==> src/rtl/bcd_pkg.sv <==
`default_nettype none
// ============================================================================
// Module      : bcd_pkg
// Description : Shared BCD types and digit helpers for the decimal datapath.
// Revision    : 1.0  initial release
// ============================================================================
package bcd_pkg;

    localparam int DIGIT_W = 4;

    typedef enum logic [1:0] {
        IDLE = 2'd0,
        MUL  = 2'd1,
        DONE = 2'd2
    } state_t;

    function automatic logic bcd_valid(input logic [DIGIT_W-1:0] nibble);
        return (nibble <= 4'd9);
    endfunction

    // Returns {carry_out, sum_digit}; adding 6 skips the six unused codes.
    function automatic logic [DIGIT_W:0] bcd_digit_add(
        input logic [DIGIT_W-1:0] a,
        input logic [DIGIT_W-1:0] b,
        input logic               cin
    );
        logic [DIGIT_W:0] s;
        s = {1'b0, a} + {1'b0, b} + {4'b0000, cin};
        if (s > 5'd9) begin
            return {1'b1, 4'(s + 5'd6)};
        end
        return {1'b0, s[DIGIT_W-1:0]};
    endfunction

endpackage
`default_nettype wire

==> src/rtl/bcd_mul_by_digit.sv <==
`default_nettype none
// ============================================================================
// Module      : bcd_mul_by_digit
// Description : Combinational multiply of a DIGITS-digit BCD word by one digit.
// Revision    : 1.0  initial release
// ============================================================================
module bcd_mul_by_digit
    import bcd_pkg::*;
#(
    parameter int DIGITS = 4
) (
    input  logic [DIGIT_W*DIGITS-1:0]     x,
    input  logic [DIGIT_W-1:0]            d,
    output logic [DIGIT_W*(DIGITS+1)-1:0] p
);

    logic [DIGIT_W*(DIGITS+1)-1:0] w_x_ext;
    logic [6:0]                    w_prod;
    logic [DIGIT_W-1:0]            w_lo;
    logic [DIGIT_W-1:0]            w_hi;
    logic [DIGIT_W-1:0]            w_hi_prev;
    logic [DIGIT_W:0]              w_dsum;
    logic                          w_carry;

    assign w_x_ext = {{DIGIT_W{1'b0}}, x};

    // Digit k of the result is the ones digit of x[k]*d plus the tens digit
    // of x[k-1]*d, with a rippled decimal carry. The top carry is always 0.
    always_comb begin
        p         = '0;
        w_prod    = '0;
        w_lo      = '0;
        w_hi      = '0;
        w_hi_prev = '0;
        w_dsum    = '0;
        w_carry   = 1'b0;
        for (int k = 0; k <= DIGITS; k++) begin
            w_prod    = {3'b000, w_x_ext[DIGIT_W*k +: DIGIT_W]} * {3'b000, d};
            w_lo      = 4'(w_prod % 7'd10);
            w_hi      = 4'(w_prod / 7'd10);
            w_dsum    = bcd_digit_add(w_lo, w_hi_prev, w_carry);
            w_carry   = w_dsum[DIGIT_W];
            p[DIGIT_W*k +: DIGIT_W] = w_dsum[DIGIT_W-1:0];
            w_hi_prev = w_hi;
        end
    end

endmodule
`default_nettype wire

==> src/rtl/bcd_mult_seq.sv <==
`default_nettype none
// ============================================================================
// Module      : bcd_mult_seq
// Description : Digit-serial packed-BCD multiplier, one multiplier digit/cycle.
// Revision    : 1.0  initial release
// ============================================================================
module bcd_mult_seq
    import bcd_pkg::*;
#(
    parameter int DIGITS = 4
) (
    input  logic                        clk,
    input  logic                        rst,
    input  logic                        in_valid,
    output logic                        in_ready,
    input  logic [DIGIT_W*DIGITS-1:0]   x_bcd,
    input  logic [DIGIT_W*DIGITS-1:0]   y_bcd,
    output logic                        out_valid,
    input  logic                        out_ready,
    output logic [2*DIGIT_W*DIGITS-1:0] product,
    output logic                        err
);

    localparam int c_xw    = DIGIT_W * DIGITS;
    localparam int c_aw    = 2 * c_xw;
    localparam int c_pw    = c_xw + DIGIT_W;
    localparam int c_cnt_w = (DIGITS > 1) ? $clog2(DIGITS) : 1;

    state_t             r_state;
    state_t             w_state_next;
    logic               r_in_ready;
    logic               r_out_valid;
    logic [c_xw-1:0]    r_x;
    logic [c_xw-1:0]    r_y;
    logic [c_aw-1:0]    r_acc;
    logic [c_cnt_w-1:0] r_cnt;
    logic               r_err;

    logic               w_bad;
    logic [c_pw-1:0]    w_pp;
    logic [c_aw-1:0]    w_acc_shift;
    logic [c_aw-1:0]    w_pp_ext;
    logic [c_aw-1:0]    w_acc_next;
    logic [DIGIT_W:0]   w_dsum;
    logic               w_carry;

    assign in_ready  = r_in_ready;
    assign out_valid = r_out_valid;
    assign product   = r_acc;
    assign err       = r_err;

    always_comb begin
        w_bad = 1'b0;
        for (int k = 0; k < DIGITS; k++) begin
            if (!bcd_valid(x_bcd[DIGIT_W*k +: DIGIT_W]) ||
                !bcd_valid(y_bcd[DIGIT_W*k +: DIGIT_W])) begin
                w_bad = 1'b1;
            end
        end
    end

    // r_y shifts left each MUL cycle so its top digit is always y[i].
    bcd_mul_by_digit #(
        .DIGITS (DIGITS)
    ) u_mul_by_digit (
        .x (r_x),
        .d (r_y[c_xw-1 -: DIGIT_W]),
        .p (w_pp)
    );

    assign w_acc_shift = {r_acc[c_aw-DIGIT_W-1:0], {DIGIT_W{1'b0}}};
    assign w_pp_ext    = {{(c_aw-c_pw){1'b0}}, w_pp};

    always_comb begin
        w_acc_next = '0;
        w_dsum     = '0;
        w_carry    = 1'b0;
        for (int k = 0; k < 2*DIGITS; k++) begin
            w_dsum  = bcd_digit_add(w_acc_shift[DIGIT_W*k +: DIGIT_W],
                                    w_pp_ext[DIGIT_W*k +: DIGIT_W], w_carry);
            w_carry = w_dsum[DIGIT_W];
            w_acc_next[DIGIT_W*k +: DIGIT_W] = w_dsum[DIGIT_W-1:0];
        end
    end

    always_comb begin
        w_state_next = r_state;
        unique case (r_state)
            IDLE:    if (in_valid)     w_state_next = w_bad ? DONE : MUL;
            MUL:     if (r_cnt == '0)  w_state_next = DONE;
            DONE:    if (out_ready)    w_state_next = IDLE;
            default:                   w_state_next = IDLE;
        endcase
    end

    // Handshake flags are registered copies of the next-state decode.
    always_ff @(posedge clk) begin
        if (rst) begin
            r_state     <= IDLE;
            r_in_ready  <= 1'b1;
            r_out_valid <= 1'b0;
        end else begin
            r_state     <= w_state_next;
            r_in_ready  <= (w_state_next == IDLE);
            r_out_valid <= (w_state_next == DONE);
        end
    end

    always_ff @(posedge clk) begin
        if (rst) begin
            r_x   <= '0;
            r_y   <= '0;
            r_acc <= '0;
            r_cnt <= '0;
            r_err <= 1'b0;
        end else begin
            unique case (r_state)
                IDLE: begin
                    if (in_valid) begin
                        r_x   <= x_bcd;
                        r_y   <= y_bcd;
                        r_acc <= '0;
                        r_cnt <= c_cnt_w'(DIGITS - 1);
                        r_err <= w_bad;
                    end
                end
                MUL: begin
                    r_acc <= w_acc_next;
                    r_y   <= {r_y[c_xw-DIGIT_W-1:0], {DIGIT_W{1'b0}}};
                    r_cnt <= r_cnt - 1'b1;
                end
                default: begin
                end
            endcase
        end
    end

endmodule
`default_nettype wire

==> config.mk <==
export PLATFORM = sky130hd
export DESIGN_NAME = bcd_mult_seq
export DESIGN_NICKNAME = d
export VERILOG_FILES = /design/src/rtl/bcd_pkg.sv /design/src/rtl/bcd_mul_by_digit.sv /design/src/rtl/bcd_mult_seq.sv
export SDC_FILE = /design/constraint.sdc
export NUM_CORES = 1
export LEC_CHECK = 0
export ABC_AREA = 1
export BUFFER_PORTS_ARGS = -buffer_cell sky130_fd_sc_hd__buf_2
export CAP_MARGIN = 40
export CORE_MARGIN = 2
export CORE_UTILIZATION = 60
export CTS_BUF_LIST = sky130_fd_sc_hd__clkbuf_16
export CTS_CLUSTER_SIZE = 24
export DETAILED_ROUTE_END_ITERATION = 7
export GPL_TIMING_DRIVEN = 0
export PLACE_DENSITY_LB_ADDON = 0.3
export SYNTH_ARGS = -nofsm -noshare
export SYNTH_HDL_FRONTEND = slang
export SYNTH_SLANG_ARGS = --single-unit
==> constraint.sdc <==
create_clock -name clk -period 21.4 [get_ports clk]
set_input_delay 2.14 -clock clk [delete_from_list [all_inputs] [get_ports clk]]
set_output_delay 2.14 -clock clk [all_outputs]
set_load 0.005 [all_outputs]
==> results of run 1 <==
[logic make-up after synthesis]
| family | after synthesis | synth area share |
|---|---|---|
| compound gates | 189 | 0.138 |
| other cells | 1 | 0.000507 |
| xor+xnor | 50 | 0.0622 |
| flops | 71 | 0.192 |
| fa+ha+maj | 115 | 0.225 |
| buf+inv | 225 | 0.115 |
| simple gates | 441 | 0.267 |
[final timing paths]
| kind | from | to | cells past startpoint |
|---|---|---|---|
| setup / recovery | r_y[14] | product[30] | 95 |
| hold / removal | r_y[7] | r_y[11] | 2 |
| setup reg to reg | r_y[14] | product[30] | 95 |
| hold reg to reg | r_y[7] | r_y[11] | 2 |
[placed cells by master, fill, tap and decap left out, types with 13 or more instances in the layout]
| master | synthesis | routed |
|---|---|---|
| xnor2_1 | 24 | 24 |
| o21ai_0 | 77 | 77 |
| xor2_1 | 23 | 23 |
| ha_1 | 85 | 85 |
| fa_1 | 30 | 30 |
| dfxtp_1 | 71 | 71 |
| inv_1 | 185 | 185 |
| nand3_1 | 61 | 61 |
| nand2_1 | 249 | 249 |
| clkbuf_1 | 26 | 26 |
| a21oi_1 | 79 | 79 |
| nand2_2 | 23 | 23 |
| nor2_1 | 65 | 65 |
| or2_2 | 13 | 13 |
| buf_2 | 1 | 70 |
[through the flow]
step / util / hold slack [ns] / cell area [sq um] / setup slack, ns / cells
2_1_floorplan: - / 0.436 / 7400 / 6.88 / 1092
3_3_place_gp: 0.660 / 0.446 / 7930 / 5.37 / 1308
3_5_place_dp: 0.660 / 0.451 / 7930 / 5.09 / 1308
4_1_cts: 0.684 / 0.460 / 8210 / 4.98 / 1323
5_1_grt: 0.684 / 0.481 / 8210 / 3.41 / 1323
6_report: 0.684 / 0.463 / 8210 / 4.89 / 1323
[flip-flops by register name, summed over array words and instances (netlist names)]
signal     cells
err            1
in_ready       1
out_valid      1
product       32
r_cnt          2
r_state        2
r_x           16
r_y           16
[per-layer routing]
layer  part of all wire  track usage
met5                  0            0
met4              0.021       0.0876
met2               0.51        0.507
met1               0.44        0.321
met3              0.036       0.0496
[final cells by class]
type	instances	area (sq um)
Clock buffer	9	225
Sequential cell	71	1420
Buffer	31	125
Timing Repair Buffer	69	345
Fill cell	1077	3800
Tap cell	147	184
Clock inverter	6	61.3
Multi-Input combinational cell	796	5120
Inverter	194	728
[critical path, delay by kind of cell (launching register included)]
family / cells / cell delay [ns]
DFF: 1 / 0.30
xor gates and xnor gates: 7 / 1.61
buffers and inverters: 23 / 2.38
and+or+nand+nor: 38 / 4.64
adders and majority gates: 20 / 6.43
AOI/OAI and AO/OA: 7 / 0.97
[power by group]
part	internal [W]	switching [W]	total, W	leakage [nW]
registers	0.000139	0.00000557	0.000144	0.581
logic	0.000136	0.000217	0.000353	3.75
clock network	0.0000893	0.0000603	0.000150	0.143
total	0.000364	0.000283	0.000647	4.48
==> impl_metrics.tcl, run 1 <==
set metrics [dict create \
    antenna_cells 0 \
    port_buffers 69 \
    cts_setup_buffers 0 \
    power_w 0.000647 \
    gr-total-overflow 0 \
    crit_path_end_kind "flop" \
    start_util 0.616 \
    drtPass1Iterations 5 \
    row_count 40 \
    ys.flop_type "dfxtp_1" \
    cts.reportedPaths.clkPinSlew_ns 0.06 \
    yosysSeqAreaShare 0.192 \
    synth_cells 1092 \
    ant_nets 0 \
    area_growth_pct 11.0 \
    fp.dieW_um 115 \
    drt-wirelength-per-cell_um 12.7 \
    slew_headroom 0.548 \
    max_freq_ghz 0.0606 \
    synth_top_area_share 0.192 \
    grt_pass1_wl_mm 29.2 \
    fin_crit_ns 16.51 \
    finalHoldViolations 0 \
    fin_crit_sh 0.771 \
    drv_slew 0 \
    grt.total_usage 0.274 \
    hold_class "reg2reg" \
    drc 0 \
    ys_ff_latch 71 \
    cts_max_level 3 \
    boundaryPins 71 \
    yosysWarningCount 0 \
    cts_made_buffers 9 \
    drv_cap 0 \
    dp_hpwl_mm 13.6 \
    die-height_um 115 \
    peakVddDrop_v 0.0000649 \
    cp_data_required_time_ns 21.61 \
    synth_area_leaders "dfxtp_1 (19%), ha_1 (14%), nand2_1 (13%)" \
    clockBufferDepth 2 \
    grt_start_max_net_pins 13 \
    fin_nets 1323 \
    synthTopCellsByCount "nand2_1 (249), inv_1 (185), ha_1 (85), a21oi_1 (79), o21ai_0 (77)" \
    holdBufCountCts 0 \
    drive_above_1_share 0.136 \
    post_synth.cell_area_avg_sq_um 6.77 \
    rrSetupSlack_ns 4.89 \
    route.vias.total 7007 \
    p_per_area_mw_per_mm2 78.8 \
    antenna_found_initial 0 \
    drtIter0Drc 310 \
    critical_path_class "reg2reg" \
    synth_top_area_cell "dfxtp_1" \
    p_leak_nw 4.48 \
    cts_num_sinks 71 \
    cp.arrival_ns 16.71 \
    finalWeightedCongestion 0.861 \
    crit_fanout 10 \
    synth_fp_nets 1243 \
    wirelength_mm 16.8 \
    clkLatencyLatePin_ns 0.35 \
    grt_pass1_vias 6740 \
    async_flop_share 0 \
    viasPerCell 5.30 \
    syn_area_sq_mm 0.00740 \
    synth_edf_count 0 \
    synth.most_common_cell "nand2_1" \
    worst_path_max_delay_cell "fa_1" \
    post_cts_resized 0 \
    dieArea_sq_mm 0.0132 \
    cp_slowest_stage_delay_ns 0.56 \
    fin_setup_tns_ns 0 \
    crit_top_cell "inv_1" \
    setup_viol 0 \
    fp.coreArea_sq_mm 0.0120 \
    tightest_slew_ns 0.678 \
    synth_cell_types 42 \
    start_kind "flop" \
    rsz0062_at_grt "false" \
    status "completed" \
    tritoncts "done" \
    cts_root_buffer "clkbuf_16" \
    finClkSkew_ns 0.00697 \
]
(Power assumes the default switching activity.)
==> run 2: changes to the inputs <==
--- a/config.mk
+++ b/config.mk
@@ -5,7 +5,7 @@
 export SDC_FILE = /design/constraint.sdc
 export NUM_CORES = 1
 export LEC_CHECK = 0
-export ABC_AREA = 1
+export ABC_AREA = 0
 export BUFFER_PORTS_ARGS = -buffer_cell sky130_fd_sc_hd__buf_2
 export CAP_MARGIN = 40
 export CORE_MARGIN = 2
==> constraint.sdc (replaced) <==
create_clock -name clk -period 15.24 [get_ports clk]
set_input_delay 1.524 -clock clk [delete_from_list [all_inputs] [get_ports clk]]
set_output_delay 1.524 -clock clk [all_outputs]
set_load 0.005 [all_outputs]
==> impl_metrics.tcl, run 2 <==
set metrics [dict create \
    status "completed" \
    intPower_w 0.000467 \
    synth_area_leaders "dfxtp_1 (18%), ha_1 (14%), fa_1 (7.7%)" \
    hold_depth 2 \
    crit_path_end_kind "flop" \
    finalWeightedCongestion 0.906 \
    max_freq_ghz 0.0677 \
    tightest_slew_ns 0.704 \
    power.share.clock 0.319 \
    pre_cts_ws_ns -1.94 \
    min_to "r_y[12]" \
    holdBufCountCts 0 \
    fin_ws_ns 0.475 \
    peakVddDrop_v 0.0000719 \
    rr_endpoint "product[31]" \
    drv_slew 0 \
    synthAdderAreaFrac 0.213 \
    rrSetupSlack_ns 0.48 \
    drive_above_1_share 0.185 \
    largest_reg_flops 32 \
    worstReg2RegStart "r_y[14]" \
    dieArea_sq_mm 0.0139 \
    area_growth_pct 18.2 \
    synth_top_area_share 0.182 \
    synth_top_family_by_area "compound AO/OA/AOI/OAI gates" \
    p_per_area_mw_per_mm2 80.0 \
    p_switching_w 0.000270 \
    crit_top_cell "inv_1" \
    wirelength_mm 20.2 \
    ys.flop_type "dfxtp_1" \
    yosysWarningCount 0 \
    fin_crit_sh 0.969 \
    die-height_um 118 \
    hold_class "reg2reg" \
    pwr-share-seq 0.273 \
    cp.arrival_ns 14.98 \
    grt_pass1_wl_mm 32.7 \
    row_count 41 \
    dp_hpwl_mm 14.9 \
    start_util 0.615 \
    final_util 0.728 \
    synth_cell_types 77 \
    fp.coreArea_sq_mm 0.0127 \
    drtPass1Iterations 5 \
    async_flop_share 0 \
    synth.most_common_cell "nand2_1" \
    post_synth.cell_area_avg_sq_um 7.67 \
    finalHoldViolations 0 \
    p_comb_frac 0.408 \
    cts_made_buffers 9 \
    viasPerCell 5.95 \
    power_w 0.000738 \
    min_from "r_y[8]" \
    ys_ff_latch 71 \
    layout.cells.most_common "nand2_1" \
    worst_path_max_delay_cell "fa_1" \
    r2r_cells 71 \
    start_kind "flop" \
    final_cell_mix "nand2_1 (122), nor2_1 (91), inv_1 (84)" \
    synth_fp_nets 1167 \
    cts.reportedPaths.clkPinSlew_ns 0.06 \
    synth_compound_area_frac 0.221 \
    clkLatencyLatePin_ns 0.35 \
    drt-wirelength-per-cell_um 15.7 \
    synthTopCellsByCount "nand2_1 (123), nor2_1 (91), ha_1 (85), inv_1 (85)" \
    port_buffers 69 \
    clockBufferDepth 2 \
    cp_data_required_time_ns 15.46 \
    cp_slowest_stage_delay_ns 0.55 \
    p_leak_nw 4.18 \
    setup_viol 0 \
    boundaryPins 71 \
    antenna_found_initial 0 \
    yosysSeqAreaShare 0.182 \
    ant_nets 0 \
    fin_nets 1263 \
    tritoncts "done" \
    p_sw_frac 0.367 \
    cts_max_level 3 \
    grt_pass1_vias 7134 \
    synth_top_area_cell "dfxtp_1" \
    fin_crit_ns 14.76 \
    grt.total_usage 0.282 \
    synth_cells 1016 \
    drv_cap 0 \
    slew_headroom 0.529 \
    synthSimpleGateAreaFrac 0.208 \
    finClkSkew_ns 0.00594 \
    grt_start_max_net_pins 14 \
    cts_num_sinks 71 \
    critical_path_class "reg2reg" \
    route.vias.total 7664 \
    antenna_cells 0 \
    drc 0 \
    crit_fanout 10 \
    synth_edf_count 0 \
    synthXorXnorAreaFrac 0.0783 \
    fp.dieW_um 118 \
    gr-total-overflow 0 \
    drtIter0Drc 656 \
    syn_area_sq_mm 0.00780 \
    cts_root_buffer "clkbuf_16" \
    yosys-mux-area-fraction 0.0239 \
    hold_ws_ns 0.481 \
]
[run 2: how the worst max path moves through the flow]
stage / start / end / slack, ns / cells past startpoint
after floorplan: r_y[15] / product[31] / 0.06 / 71
after global placement: r_y[15] / product[31] / -1.57 / 69
after detailed placement: r_y[15] / product[31] / -1.94 / 69
after CTS: r_y[15] / product[31] / 0.001 / 65
after global routing: r_y[14] / product[31] / -0.21 / 72
final: r_y[14] / product[31] / 0.48 / 71
[run 2: power by group through the flow]
stage	combinational (W)	sequential, W	clock (W)
after floorplan	0.000196	0.000202	0
after global placement	0.000240	0.000205	0
after detailed placement	0.000249	0.000205	0
after CTS	0.000278	0.000201	0.000237
after global routing	0.000336	0.000202	0.000244
final	0.000301	0.000201	0.000235
[run 2: cells by family after synthesis]
| family | count (synthesis) |
|---|---|
| buffers and inverters | 134 |
| XOR/XNOR | 65 |
| multiplexers | 18 |
| other | 1 |
| AO/OA/AOI/OAI | 265 |
| flip-flops | 71 |
| adder cells (fa/ha/maj) | 115 |
| AND/OR/NAND/NOR | 347 |
[run 2: critical path: cells and delay by family (launching register included)]
kind	cells	cell delay [ns]
XOR/XNOR	1	0.18
buffers and inverters	13	1.23
AND/OR/NAND/NOR	13	1.94
AO/OA/AOI/OAI	22	3.88
multiplexers	2	0.37
flip-flops	1	0.37
adder cells (fa/ha/maj)	20	6.63
[run 2: cell type report]
cell class,instances,area (sq um)
multi-input combinational,811,6210
fill,1014,3450
sequential,71,1430
timing repair buffer,86,473
inverter,85,319
buffer,48,251
clock buffer,9,225
tap,172,215
clock inverter,7,97.6
[run 2: stage by stage]
stage,instances,setup TNS (ns),cell area [sq um]
3_3_place_gp,1257,-4.76,8360
5_1_grt,1289,-0.406,9220
3_5_place_dp,1257,-6.99,8360
4_1_cts,1280,0,8940
2_1_floorplan,1016,0,7800
6_report,1289,0,9220
[run 2: repair_timing]
| item | CTS | global route |
|---|---|---|
| setup endpoints to repair | 7 | 3 |
| setup buffers | 8 | 9 |
| gates resized for setup | 46 | 49 |
| pin swaps | 11 | 22 |
[run 2: routing by layer]
layer / GRT usage / share of wire / vias to the layer above
li1: - / - / 3707
met1: 0.363 / 0.43 / 3655
met2: 0.482 / 0.49 / 247
met3: 0.0412 / 0.052 / 55
met4: 0.0971 / 0.026 / 0
met5: 0 / 0 / -
